[config.mk]
export PLATFORM = sky130hd
export DESIGN_NAME = eth_wrr_frame_scheduler_flat
export DESIGN_NICKNAME = d
export VERILOG_FILES = /design/src/rtl/eth_sched_pkg.sv /design/src/rtl/eth_wrr_frame_scheduler_if.sv /design/src/rtl/eth_rr_pick.sv /design/src/rtl/eth_wrr_frame_scheduler.sv /design/src/flat_wrapper.sv
export SDC_FILE = /design/constraint.sdc
export NUM_CORES = 1
export LEC_CHECK = 0
export ABC_AREA = 1
export CAP_MARGIN = 20
export CORE_ASPECT_RATIO = 1.5
export CORE_UTILIZATION = 49
export CTS_CLUSTER_SIZE = 40
export DETAILED_ROUTE_END_ITERATION = 10
export PLACE_DENSITY_LB_ADDON = 0.2
export SYNTH_ARGS = -nofsm -noshare
export SYNTH_HDL_FRONTEND = slang
export SYNTH_SLANG_ARGS = --single-unit
[constraint.sdc]
create_clock -name clk -period 6.1 [get_ports clk]
set_input_delay 1.83 -clock clk [delete_from_list [all_inputs] [get_ports clk]]
set_output_delay 1.83 -clock clk [all_outputs]
set_load 0.005 [all_outputs]
[src/rtl/eth_sched_pkg.sv]
// Shared types and helpers for the Ethernet WRR frame scheduler.
package eth_sched_pkg;

    localparam int MAX_REQS = 32;

    typedef enum logic [1:0] {
        IDLE = 2'd0,
        BUSY = 2'd1,
        GAP  = 2'd2
    } sched_state_t;

    // Callers slice the low NUM_REQS bits of the result.
    function automatic logic [MAX_REQS-1:0] onehot(input int unsigned index);
        return MAX_REQS'(1) << index;
    endfunction

endpackage

[src/rtl/eth_wrr_frame_scheduler_if.sv]
// Request/grant bundle between frame sources and the TX mux scheduler.
interface eth_wrr_frame_scheduler_if #(
    parameter int NUM_REQS = 4,
    parameter int INDEXW   = $clog2(NUM_REQS)
);
    logic [NUM_REQS-1:0] req;
    logic [NUM_REQS-1:0] frame_done;
    logic [NUM_REQS-1:0] grant;
    logic                grant_valid;
    logic [INDEXW-1:0]   grant_index;

    modport master (
        input  req,
        input  frame_done,
        output grant,
        output grant_valid,
        output grant_index
    );

    modport slave (
        output req,
        output frame_done,
        input  grant,
        input  grant_valid,
        input  grant_index
    );
endinterface

[src/rtl/eth_rr_pick.sv]
// Round-robin picker: first eligible index after ptr, wrapping back to ptr itself.
module eth_rr_pick #(
    parameter int NUM_REQS = 4,
    parameter int INDEXW   = $clog2(NUM_REQS)
) (
    input  logic [NUM_REQS-1:0] eligible,
    input  logic [INDEXW-1:0]   ptr,
    output logic [INDEXW-1:0]   sel,
    output logic                any
);
    // One extra bit covers every position of the doubled vector (up to 2*NUM_REQS-1).
    localparam int SELW = INDEXW + 1;

    logic [2*NUM_REQS-1:0] doubled;
    logic [NUM_REQS-1:0]   rotated;
    logic [SELW-1:0]       start;
    logic [SELW-1:0]       offset;
    logic [SELW-1:0]       pos;

    assign doubled = {eligible, eligible};
    assign start   = SELW'(ptr) + SELW'(1);
    assign any     = |eligible;

    generate
        for (genvar gi = 0; gi < NUM_REQS; gi++) begin : g_rotate
            assign rotated[gi] = doubled[start + SELW'(gi)];
        end
    endgenerate

    always_comb begin
        offset = '0;
        for (int i = NUM_REQS - 1; i >= 0; i--) begin
            if (rotated[i]) begin
                offset = SELW'(i);
            end
        end
    end

    assign pos = start + offset;
    assign sel = (pos >= SELW'(NUM_REQS)) ? INDEXW'(pos - SELW'(NUM_REQS)) : INDEXW'(pos);

endmodule

[src/rtl/eth_wrr_frame_scheduler.sv]
// Frame-level weighted round-robin grant generator for the shared MAC TX mux.
module eth_wrr_frame_scheduler
    import eth_sched_pkg::*;
#(
    parameter int NUM_REQS   = 4,
    parameter int WEIGHTW    = 4,
    parameter int GAP_CYCLES = 2,
    parameter int INDEXW     = $clog2(NUM_REQS)
) (
    input  logic                        clk,
    input  logic                        reset,
    eth_wrr_frame_scheduler_if.master   sched,
    input  logic                        cfg_enable,
    input  logic [NUM_REQS*WEIGHTW-1:0] cfg_weight,
    output logic [WEIGHTW-1:0]          credit,
    output logic                        busy
);
    // A zero gap still costs one GAP cycle so grant-low time is max(GAP_CYCLES,1)+1.
    localparam int GAP_LOAD = (GAP_CYCLES > 1) ? GAP_CYCLES - 1 : 0;
    localparam int GAPW     = (GAP_CYCLES > 1) ? $clog2(GAP_CYCLES) : 1;

    sched_state_t        state_reg;
    logic [INDEXW-1:0]   ptr_reg;
    logic [WEIGHTW-1:0]  credit_reg;
    logic [GAPW-1:0]     gap_reg;
    logic [NUM_REQS-1:0] grant_reg;
    logic                grant_valid_reg;
    logic [INDEXW-1:0]   grant_index_reg;
    logic                busy_reg;

    logic [NUM_REQS-1:0] eligible;
    logic [INDEXW-1:0]   sel;
    logic                any;
    logic                reuse;
    logic [INDEXW-1:0]   pick_idx;
    logic [MAX_REQS-1:0] pick_onehot;
    logic [NUM_REQS-1:0] pick_grant;
    logic [WEIGHTW-1:0]  weight_sel;

    generate
        for (genvar gi = 0; gi < NUM_REQS; gi++) begin : g_eligible
            assign eligible[gi] = sched.req[gi] & (cfg_weight[gi*WEIGHTW +: WEIGHTW] != '0);
        end
    endgenerate

    eth_rr_pick #(
        .NUM_REQS (NUM_REQS),
        .INDEXW   (INDEXW)
    ) u_pick (
        .eligible (eligible),
        .ptr      (ptr_reg),
        .sel      (sel),
        .any      (any)
    );

    // Stay with the current source while it has credit left and still wants the link.
    always_comb begin
        reuse       = (credit_reg != '0) && eligible[ptr_reg];
        pick_idx    = reuse ? ptr_reg : sel;
        pick_onehot = onehot(32'(pick_idx));
        pick_grant  = pick_onehot[NUM_REQS-1:0];
        weight_sel  = '0;
        for (int i = 0; i < NUM_REQS; i++) begin
            if (sel == INDEXW'(i)) begin
                weight_sel = cfg_weight[i*WEIGHTW +: WEIGHTW];
            end
        end
    end

    always_ff @(posedge clk) begin
        if (reset) begin
            state_reg       <= IDLE;
            ptr_reg         <= '0;
            credit_reg      <= '0;
            gap_reg         <= '0;
            grant_reg       <= '0;
            grant_valid_reg <= 1'b0;
            grant_index_reg <= '0;
            busy_reg        <= 1'b0;
        end else begin
            case (state_reg)
                IDLE: begin
                    if (cfg_enable && any) begin
                        grant_reg       <= pick_grant;
                        grant_valid_reg <= 1'b1;
                        grant_index_reg <= pick_idx;
                        busy_reg        <= 1'b1;
                        state_reg       <= BUSY;
                        if (!reuse) begin
                            ptr_reg    <= sel;
                            credit_reg <= weight_sel;
                        end
                    end
                end
                BUSY: begin
                    if (sched.frame_done[grant_index_reg]) begin
                        grant_reg       <= '0;
                        grant_valid_reg <= 1'b0;
                        if (credit_reg != '0) begin
                            credit_reg <= credit_reg - WEIGHTW'(1);
                        end
                        gap_reg   <= GAPW'(GAP_LOAD);
                        state_reg <= GAP;
                    end
                end
                GAP: begin
                    if (gap_reg == '0) begin
                        state_reg <= IDLE;
                        busy_reg  <= 1'b0;
                    end else begin
                        gap_reg <= gap_reg - GAPW'(1);
                    end
                end
                default: begin
                    state_reg <= IDLE;
                    busy_reg  <= 1'b0;
                end
            endcase
        end
    end

    assign sched.grant       = grant_reg;
    assign sched.grant_valid = grant_valid_reg;
    assign sched.grant_index = grant_index_reg;
    assign credit            = credit_reg;
    assign busy              = busy_reg;

endmodule
[src/flat_wrapper.sv]
// flat-port wrapper written by rule: the top's interface ports become plain ports
module eth_wrr_frame_scheduler_flat import eth_sched_pkg::*;
#(
    parameter int NUM_REQS   = 4,
    parameter int WEIGHTW    = 4,
    parameter int GAP_CYCLES = 2,
    parameter int INDEXW     = $clog2(NUM_REQS)
)
  (clk, reset, cfg_enable, cfg_weight, credit, busy, sched_req, sched_frame_done, sched_grant, sched_grant_valid, sched_grant_index);
  eth_wrr_frame_scheduler_if #(.NUM_REQS(NUM_REQS), .INDEXW(INDEXW)) sched_i ();
  input  logic clk;
  input  logic reset;
  input  logic cfg_enable;
  input  logic [NUM_REQS*WEIGHTW-1:0] cfg_weight;
  output logic [WEIGHTW-1:0] credit;
  output logic busy;
  input wire logic [$bits(sched_i.req)-1:0] sched_req;
  input wire logic [$bits(sched_i.frame_done)-1:0] sched_frame_done;
  output wire logic [$bits(sched_i.grant)-1:0] sched_grant;
  output wire logic [$bits(sched_i.grant_valid)-1:0] sched_grant_valid;
  output wire logic [$bits(sched_i.grant_index)-1:0] sched_grant_index;
  assign sched_i.req = sched_req;
  assign sched_i.frame_done = sched_frame_done;
  assign sched_grant = sched_i.grant;
  assign sched_grant_valid = sched_i.grant_valid;
  assign sched_grant_index = sched_i.grant_index;
  eth_wrr_frame_scheduler #(.NUM_REQS(NUM_REQS), .WEIGHTW(WEIGHTW), .GAP_CYCLES(GAP_CYCLES), .INDEXW(INDEXW)) u_core (.clk(clk), .reset(reset), .sched(sched_i), .cfg_enable(cfg_enable), .cfg_weight(cfg_weight), .credit(credit), .busy(busy));
endmodule
# Word-level counts from Yosys, hierarchy flattened
# Cells that the tools add are included.
[totals]
register_bits = 15
out_inout_bits = 12
[classes]
addsub = 8
n_lt_le_gt_ge = 6
eq_ne = 10
shifts = 1
n_mux = 42
bitwise = 5
reduce_logical = 18
[op_table]
columns = ["op", "n"]
rows = [
  ["$mux 4", 10],
  ["$reduce_bool 4->1", 5],
  ["$lt 3x4->1 const B", 4],
  ["$pmux 4 s2", 2],
  ["$bmux 1 s3", 4],
  ["$mux 2", 6],
  ["$mux 1", 11],
  ["$mux 3", 3],
  ["$reduce_and 3->1", 3],
  ["$add 3x2->3 const B", 2],
  ["$eq 2x2->1 const B", 3],
  ["$ne 2x1->1 const B", 3],
  ["$pmux 2 s3", 1],
  ["$reduce_and 5->1", 1],
  ["$and 1x1->1", 4],
  ["$bmux 1 s2", 2],
  ["$eq 2x1->1 const B", 2],
  ["$logic_not 2->1", 2],
  ["$ne 2x2->1 const B", 2],
  ["$pmux 1 s2", 2],
  ["$reduce_and 2->1", 2],
  ["$reduce_bool 2->1", 2],
  ["$reduce_or 4->1", 1],
  ["$shl 1x2->4 const A", 1],
  ["11 further kinds", 12],
]

# Depth between registers and ports, before layout
# Gate-level depths: netlist of run 1.
[depth]
depth_word = 19
depth_mapped = 18
ltp_nobuf = 18

# Modules after synthesis
# From an unflattened synthesis of run 1, not the netlist that was laid out.
[unflattened]
cells_unflattened = 232
area_unflattened_um2 = 1377.6
[modules_own_cells]
columns = ["module", "n_inst", "cells_per_inst", "area_per_inst_um2"]
rows = [
  ["eth_wrr_frame_scheduler", 1, 175, 1108.6],
  ["eth_rr_pick", 1, 57, 269.0],
]

# Least setup slack after synthesis of run 1
# No wires, ideal clock.
[synth_timing]
path_kind = "input to register"
from = "input cfg_weight[0]"
to = "register u_core.credit_reg[1] (netlist: u_core.credit[1])"
setup_ps = 132
arrival_time_ps = 3514
required_ps = 5968
setup_slack_ps = 2453
cell_stages = 17
path_buffers = 0
path_cell_list = "nor2_1 -> nand2_1 -> nand3_1 -> nand2_1 -> nand2_1 -> nand2_2 -> a31oi_1 -> nor2_1 -> ha_1 -> xor2_1 -> inv_1 -> nand3_2 -> nand2_4 -> nand3_1 -> nand3_1 -> o21bai_1 -> a21oi_1"
[synth_via]
elab_chain_cells = 19
elab_cells_between_ends = 37
cone_classes = "add/sub (2); order compare (1); eq/ne (5); mux (22); bitwise (1); reduce/logical (6)"
[synth_rtl]
columns = ["item", "line_no", "source"]
rows = [
  ["from (decl)", "flat_wrapper.sv:14", "input logic [NUM_REQS*WEIGHTW-1:0] cfg_weight;"],
  ["$reduce_bool 4->1 *", "eth_wrr_frame_scheduler.sv:42", "assign eligible[gi] = sched.req[gi] & (cfg_weight[gi*WEIGHTW +: WEIGHTW] != '0);"],
  ["$and 1x1->1 *", "eth_wrr_frame_scheduler.sv:42", ""],
  ["$bmux 1 s3", "eth_rr_pick.sv:26", "assign rotated[gi] = doubled[start + SELW'(gi)];"],
  ["$mux 1 (implied by the code)", "eth_rr_pick.sv:26", ""],
  ["$mux 2", "eth_rr_pick.sv:33", "if (rotated[i]) begin"],
  ["$mux 3 (3 in a row)", "eth_rr_pick.sv:33", ""],
  ["$add 3x3->3", "eth_rr_pick.sv:39", "assign pos = start + offset;"],
  ["$ge 3x3->1 or $sub 2x1->2 (tied branches)", "eth_rr_pick.sv:40", "assign sel = (pos >= SELW'(NUM_REQS)) ? INDEXW'(pos - SELW'(NUM_REQS)) : INDEXW'(pos);"],
  ["$mux 2", "eth_rr_pick.sv:40", ""],
  ["$logic_not 2->1", "eth_wrr_frame_scheduler.sv:64", "if (sel == INDEXW'(i)) begin"],
  ["$mux 4 (4 in a row)", "eth_wrr_frame_scheduler.sv:64", ""],
  ["$mux 4", "eth_wrr_frame_scheduler.sv:89", "if (!reuse) begin"],
  ["$mux 4", "eth_wrr_frame_scheduler.sv:83", "if (cfg_enable && any) begin"],
  ["$pmux 4 s2", "eth_wrr_frame_scheduler.sv:81", "case (state_reg)"],
  ["to (signal assigned)", "eth_wrr_frame_scheduler.sv:91", "credit_reg <= weight_sel;"],
  ["to (signal assigned)", "eth_wrr_frame_scheduler.sv:100", "credit_reg <= credit_reg - WEIGHTW'(1);"],
  ["to (decl)", "eth_wrr_frame_scheduler.sv:24", "logic [WEIGHTW-1:0] credit_reg;"],
]
# Mark *: on every way between the ends. The rest lies on a longest branch, timed or not. The select of a mux whose other input is x is not followed.
# A chain may end at the register's enable or synchronous reset.

# Worst setup path in the final report of run 1
[layout_timing]
from = "input cfg_weight[4]"
to = "register u_core.credit_reg[1] (netlist: u_core.credit[1])"
# Same word-level chain as after synthesis.

==> results of run 1 <==
worst reg2reg max path: stages (launching register included):
cell	delay, ps
dfxtp_1	580
ha_1	400
xor2_2	220
inv_2	60
nand2_1	80
nand2_2	70
a31oi_1	140
nor2_1	60
ha_1	190
xor2_1	270
inv_1	90
nand3_2	160
nand2_4	120
nand3_1	90
nand3_1	90
o21bai_1	130
a21oi_1	70
power groups by stage:
stage	registers, W	clock network, W	logic, W
floorplan	0.000150	0	0.000503
global placement	0.000153	0	0.000636
detailed placement	0.000155	0	0.000659
CTS	0.000153	0.0000574	0.000663
global route	0.000158	0.0000609	0.000741
finish	0.000154	0.0000572	0.000665
final cells by class:
class | instances | share of cell area [%]
Clock inverter | 1 | 0.3094
Clock buffer | 3 | 1.392
Inverter | 24 | 5.568
Timing Repair Buffer | 38 | 23.51
Multi-Input combinational cell | 154 | 48.88
Tap cell | 23 | 1.779
Sequential cell | 15 | 18.56
cell usage after synthesis:
cell,n,area (um2)
xnor2_1,1,8.760
o21bai_1,2,15.01
nand4_1,10,62.56
nor2_4,2,22.52
nor2_1,18,67.56
nand3_1,23,115.1
inv_1,21,78.83
nand2_2,2,12.51
a21oi_2,2,17.52
xor2_2,1,16.27
ha_1,3,37.54
o21ai_0,8,40.04
a21oi_1,17,85.08
or2_1,1,6.260
a31oi_1,1,6.260
clkbuf_1,1,3.750
nand2_4,2,22.52
a32o_1,1,10.01
buf_6,1,11.26
dfxtp_1,15,300.3
inv_2,3,11.26
xor2_1,1,8.760
o21ai_1,2,10.01
nand2_1,55,206.5
buf_2,1,5.000
nand3_2,2,20.02
how the worst min path moves through the flow:
stage / to / depth (start not counted) / from / slack (ps)
finish: u_core.gap_reg$_SDFFE_PP0P_ / 2 / u_core.gap_reg$_SDFFE_PP0P_ / 470
global route: u_core.gap_reg$_SDFFE_PP0P_ / 2 / u_core.gap_reg$_SDFFE_PP0P_ / 490
global placement: u_core.sched.grant_valid$_SDFFE_PP0P_ / 2 / u_core.sched.grant_valid$_SDFFE_PP0P_ / 450
CTS: u_core.gap_reg$_SDFFE_PP0P_ / 2 / u_core.gap_reg$_SDFFE_PP0P_ / 470
floorplan: u_core.gap_reg$_SDFFE_PP0P_ / 2 / u_core.gap_reg$_SDFFE_PP0P_ / 440
detailed placement: u_core.gap_reg$_SDFFE_PP0P_ / 2 / u_core.gap_reg$_SDFFE_PP0P_ / 460
cells by family (layout without fill, tap and decap cells):
family	after synthesis	in the layout	synth area share, %
simple gates	115	115	44.58
compound gates	33	33	15.31
buf+inv	27	66	9.166
flops	15	15	25.00
fa+ha+maj	3	3	3.125
xor+xnor	3	3	2.813
per-stage QoR:
| step | hold slack (ps) | power [W] |
|---|---|---|
| 2_1_floorplan | 444.0 | 0.0006533 |
| 3_3_place_gp | 451.9 | 0.0007892 |
| 3_5_place_dp | 459.1 | 0.0008139 |
| 4_1_cts | 472.6 | 0.0008731 |
| 5_1_grt | 494.9 | 0.0009602 |
| 6_report | 470.8 | 0.0008758 |
metal layers:
layer	vias to the layer above	track usage (%)	share of wire, %
met1	633	27.26	40
met5	-	0	0
met4	0	11.33	1.9
met2	50	45.96	54
met3	7	1.734	4.5
li1	725	-	-
cell usage in the layout, fill, tap and decap left out, types with 2 or more instances in the layout:
| master | instances |
|---|---|
| nand2_1 | 55 |
| clkdlybuf4s50_1 | 38 |
| nand3_1 | 23 |
| inv_1 | 21 |
| nor2_1 | 18 |
| a21oi_1 | 17 |
| dfxtp_1 | 15 |
| nand4_1 | 10 |
| o21ai_0 | 8 |
| inv_2 | 3 |
| ha_1 | 3 |
| clkbuf_4 | 3 |
| nand2_2 | 2 |
| o21ai_1 | 2 |
| nor2_4 | 2 |
| nand2_4 | 2 |
| nand3_2 | 2 |
| a21oi_2 | 2 |
| o21bai_1 | 2 |
==> results_dict.tcl, run 1 <==
set metrics [dict create \
    ant_nets 0 \
    die_w_um 42.43 \
    clock_path_buffers 2 \
    synth_area_um2 1201 \
    cts-resized-gates 0 \
    finalSetupViolCount 0 \
    post-dp-hpwl_mm 2.571 \
    r2r-start "u_core.sched.grant_index[0]$_SDFFE_PP0P_" \
    core_area_um2 2286 \
    placedCellCount 254 \
    design_area_um2 1618 \
    power.density_nw_per_um2 541.4 \
    yosysUniqueCellTypes 26 \
    worst_setup_path_start_kind "input port" \
    ys_ff_latch 15 \
    finalNonFillerCells 258 \
    path_cells "clkdlybuf4s50_1, nor2_1, nand2_1, nand3_1, nand2_1, nand2_1, nand2_2, a31oi_1, nor2_1, ha_1, xor2_1, inv_1, nand3_2, nand2_4, nand3_1, nand3_1, o21bai_1, a21oi_1" \
    period_needed_ps 4060 \
    drtPass1Iterations 4 \
    slowest_delay_ps 440 \
    fill_cells 209 \
    vias_per_cell 5.484 \
    htreeDepth 1 \
    worstPathArrival_ps 4230 \
    cts_hold_buf 0 \
    cp_max_fo 9 \
    fin_util_pct 70.77 \
    cp-end-kind "register" \
    reg2reg_slack_ps 3180 \
    place.port_buffers 38 \
    rows 21 \
    required_ps 6270 \
    overflow 0 \
    nets 266 \
    grt_pass1_vias 1297 \
    drc_errors 0 \
    p_comb_share_pct 75.9 \
    post_cts.repair.setup_buffers 0 \
    cts_made_buffers 3 \
    pre_cts_ws_ps 1737 \
    dieArea_um2 2658 \
    critPathBufInv 2 \
    peakVddDrop_mv 0.3287 \
    grt_usage_pct 24.69 \
    grt_pass1_wl_mm 5.299 \
    r2r_end "u_core.credit[1]$_SDFFE_PP0P_" \
    num_vias 1415 \
    pwr-share-clk_pct 6.5 \
    rsz0062_at_grt "no" \
    diodes 0 \
    p_leak_nw 0.7411 \
    worst-slew-pin-transition_ps 464.9 \
    cts.clk_slew.worst_paths_ps 90 \
    max-cap-violations 0 \
    synth-warning-count 0 \
    setup-tns-final_ps 0 \
    multi_input_area_um2 790.8 \
    synth_fp_nets 226 \
    drive_above_1_share_pct 7.660 \
    die_h_um 62.64 \
    dpl_cell_area_um2 1590 \
    timing.final.ws_setup_ps 2040 \
    clk_latency_ps 290 \
    relSlewSlack_pct 68.91 \
    cp_slowest_cell "clkdlybuf4s50_1" \
    drv_slew 0 \
    crit_type "in2reg" \
    status "finished clean" \
    path_delay_family "simple AND/OR/NAND/NOR gates" \
    r2r_cells 16 \
    place_congestion 0.9179 \
    syn_inst 196 \
    start_util_pct 52.55 \
    antenna_found_initial 0 \
    crit_end "u_core.credit[1]$_SDFFE_PP0P_" \
    hold_path_class "reg2reg" \
    cts_tree "done" \
    netSwitchingPower_w 0.0004685 \
    fmax_mhz 246.3 \
    grt_start_max_net_pins 14 \
    wirelength_mm 3.222 \
    clock-sinks 15 \
    finalClockSkew_ps 5.116 \
    drt_iter0_drc 42 \
    p_seq_share_pct 17.5 \
    synth_seq_area_share_pct 25.00 \
    sw_frac_of_total_pct 53.50 \
    seq_area_um2 300.3 \
    p_int_w 0.0004073 \
    io_pins 39 \
    timing.final.hold_violations 0 \
    layout_worst_path_cycle_share_pct 66.56 \
    crit_cells 18 \
    root_buffer "clkbuf_4" \
    area_growth_pct 34.69 \
    syn-mean-instance-area_um2 6.128 \
    cp-startpoint "cfg_weight[4]" \
    routedWlPerCell_um 12.49 \
]
Note: power is estimated with default switching activity, not from simulation.
==> run 2, diff against run 1 <==
--- a/config.mk
+++ b/config.mk
@@ -8,7 +8,7 @@
 export ABC_AREA = 1
 export CAP_MARGIN = 20
 export CORE_ASPECT_RATIO = 1.5
-export CORE_UTILIZATION = 49
+export CORE_UTILIZATION = 41
 export CTS_CLUSTER_SIZE = 40
 export DETAILED_ROUTE_END_ITERATION = 10
 export PLACE_DENSITY_LB_ADDON = 0.2
==> constraint.sdc (replaced) <==
create_clock -name clk -period 3.5 [get_ports clk]
set_input_delay 1.05 -clock clk [delete_from_list [all_inputs] [get_ports clk]]
set_output_delay 1.05 -clock clk [all_outputs]
set_load 0.005 [all_outputs]
==> run 2 against run 1 <==
  * Sequential share of layout area shrank 0.86 points
  * Utilization shrank 8.7 points
  * Global-route usage decreased by 3.2 points
  * Routed wire length is 5.5% lower
  * Total power is 88% higher
  * Cell area increased by 4.9%
  * Combinational power is 88% higher
  * Final cell count is 7.4% higher
  * Clock power is 140% higher
  * Sequential power is 66% higher
  * Critical path type unchanged
  * Largest power group unchanged
==> results_dict.tcl, run 2 (synthesis results as in run 1) <==
set metrics [dict create \
    status "finished clean" \
    nets 271 \
    layout.cells.most_common_list "nand2_1 (55), clkdlybuf4s50_1 (38), nand3_1 (23)" \
    core_area_um2 2734 \
    die_w_um 46.20 \
    worst-slew-pin-transition_ps 460.0 \
    peakVddDrop_mv 0.5472 \
    cts_tree "done" \
    grt_pass1_wl_mm 4.961 \
    ant_nets 0 \
    clk_latency_ps 250 \
    fill_cells 279 \
    cts.clk_slew.worst_paths_ps 60 \
    cp_max_fo 8 \
    finalNonFillerCells 277 \
    crit_type "in2reg" \
    hold_path_class "reg2reg" \
    power.density_nw_per_um2 970.1 \
    finalSetupViolCount 0 \
    root_buffer "clkbuf_8" \
    antenna_found_initial 0 \
    fmax_mhz 314.6 \
    cp-end-kind "register" \
    fin_util_pct 62.06 \
    die_h_um 68.29 \
    worstPathArrival_ps 3320 \
    p_leak_nw 0.7711 \
    drive_above_1_share_pct 9.167 \
    io_pins 39 \
    drt_iter0_drc 37 \
    placedCellCount 272 \
    final_common_cell "nand2_1" \
    place.port_buffers 38 \
    grt_start_max_net_pins 14 \
    grt_pass1_vias 1264 \
    clock-sinks 15 \
    pre_cts_ws_ps -8.848 \
    worst_setup_path_start_kind "input port" \
    place_congestion 0.9025 \
    r2r_cells 18 \
    timing.final.hold_violations 0 \
    area_growth_pct 41.25 \
    clock_path_buffers 2 \
    htreeDepth 1 \
    grt_usage_pct 21.45 \
    cts_hold_buf 0 \
    cts_made_buffers 3 \
    drtPass1Iterations 4 \
    routedWlPerCell_um 11.00 \
    num_vias 1383 \
    rows 23 \
    finalClockSkew_ps 6.648 \
    rsz0062_at_grt "no" \
    hold_depth 2 \
    required_ps 3640 \
    drv_slew 0 \
    drc_errors 0 \
    relSlewSlack_pct 69.24 \
    reg2reg_slack_ps 840 \
    layout_worst_path_cycle_share_pct 90.82 \
    wirelength_mm 3.046 \
    start_util_pct 43.94 \
    diodes 0 \
    max-cap-violations 0 \
    vias_per_cell 4.993 \
    timing.final.ws_setup_ps 321.2 \
    dieArea_um2 3155 \
    period_needed_ps 3179 \
    post-dp-hpwl_mm 2.459 \
    overflow 0 \
]
[run 2: final timing paths]
check,from,end
min,u_core.gap_reg$_SDFFE_PP0P_,u_core.gap_reg$_SDFFE_PP0P_
max,cfg_weight[0],u_core.credit[0]$_SDFFE_PP0P_
min reg2reg,u_core.gap_reg$_SDFFE_PP0P_,u_core.gap_reg$_SDFFE_PP0P_
max reg2reg,u_core.sched.grant_index[0]$_SDFFE_PP0P_,u_core.credit[0]$_SDFFE_PP0P_
[run 2: power breakdown]
| part | leakage [nW] | switching (W) | internal, W |
|---|---|---|---|
| clock network | 0.0228 | 0.0000575 | 0.0000805 |
| registers | 0.123 | 0.0000342 | 0.000222 |
| logic | 0.625 | 0.000739 | 0.000513 |
[run 2: layer usage]
metal | vias up | track usage [%] | part of all wire [%]
met2 | 35 | 39.44 | 52
li1 | 738 | - | -
met4 | 0 | 11.03 | 2.4
met3 | 7 | 1.847 | 3.0
met5 | - | 0 | 0
met1 | 603 | 23.25 | 43
[run 2: repair_timing]
item	in CTS	in global routing
setup buffers	0	0
endpoints found under the hold margin	0	0
gates resized for setup	0	1
setup endpoints to repair	0	1
[run 2: layout make-up]
cell class / instances / area [um2] / area share (%)
well taps: 37 / 46.29 / 2.729
flip-flops and latches: 15 / 300.3 / 17.70
inverters: 24 / 90.09 / 5.310
clock buffers: 4 / 45.04 / 2.655
repair buffers: 42 / 410.4 / 24.19
multi-input cells: 155 / 804.5 / 47.42
[run 2: stage by stage]
stage                     power [W]  area, um2  setup TNS (ps)  hold WS (ps)
after floorplan            0.001139       1201               0         444.0
after global placement     0.001459       1638               0         451.2
after detailed placement   0.001468       1638          -8.848         457.8
after CTS                  0.001612       1683               0         466.3
after global routing       0.001846       1697               0         480.9
final                      0.001646       1697               0         466.3
[run 2: worst max-delay path, stage by stage]
cell and delay, ps:
clkdlybuf4s50_1 420, nor2_1 150, nand2_1 110, nand3_1 100, nand2_1 80, nand2_1 70, nand2_2 60, a31oi_1 140
nor2_1 70, ha_1 190, xor2_1 150, inv_1 100, nand3_4 140, nand2_4 130, nand2_2 60, o21ai_1 120
inv_1 50, nand2_1 90, a21oi_2 50
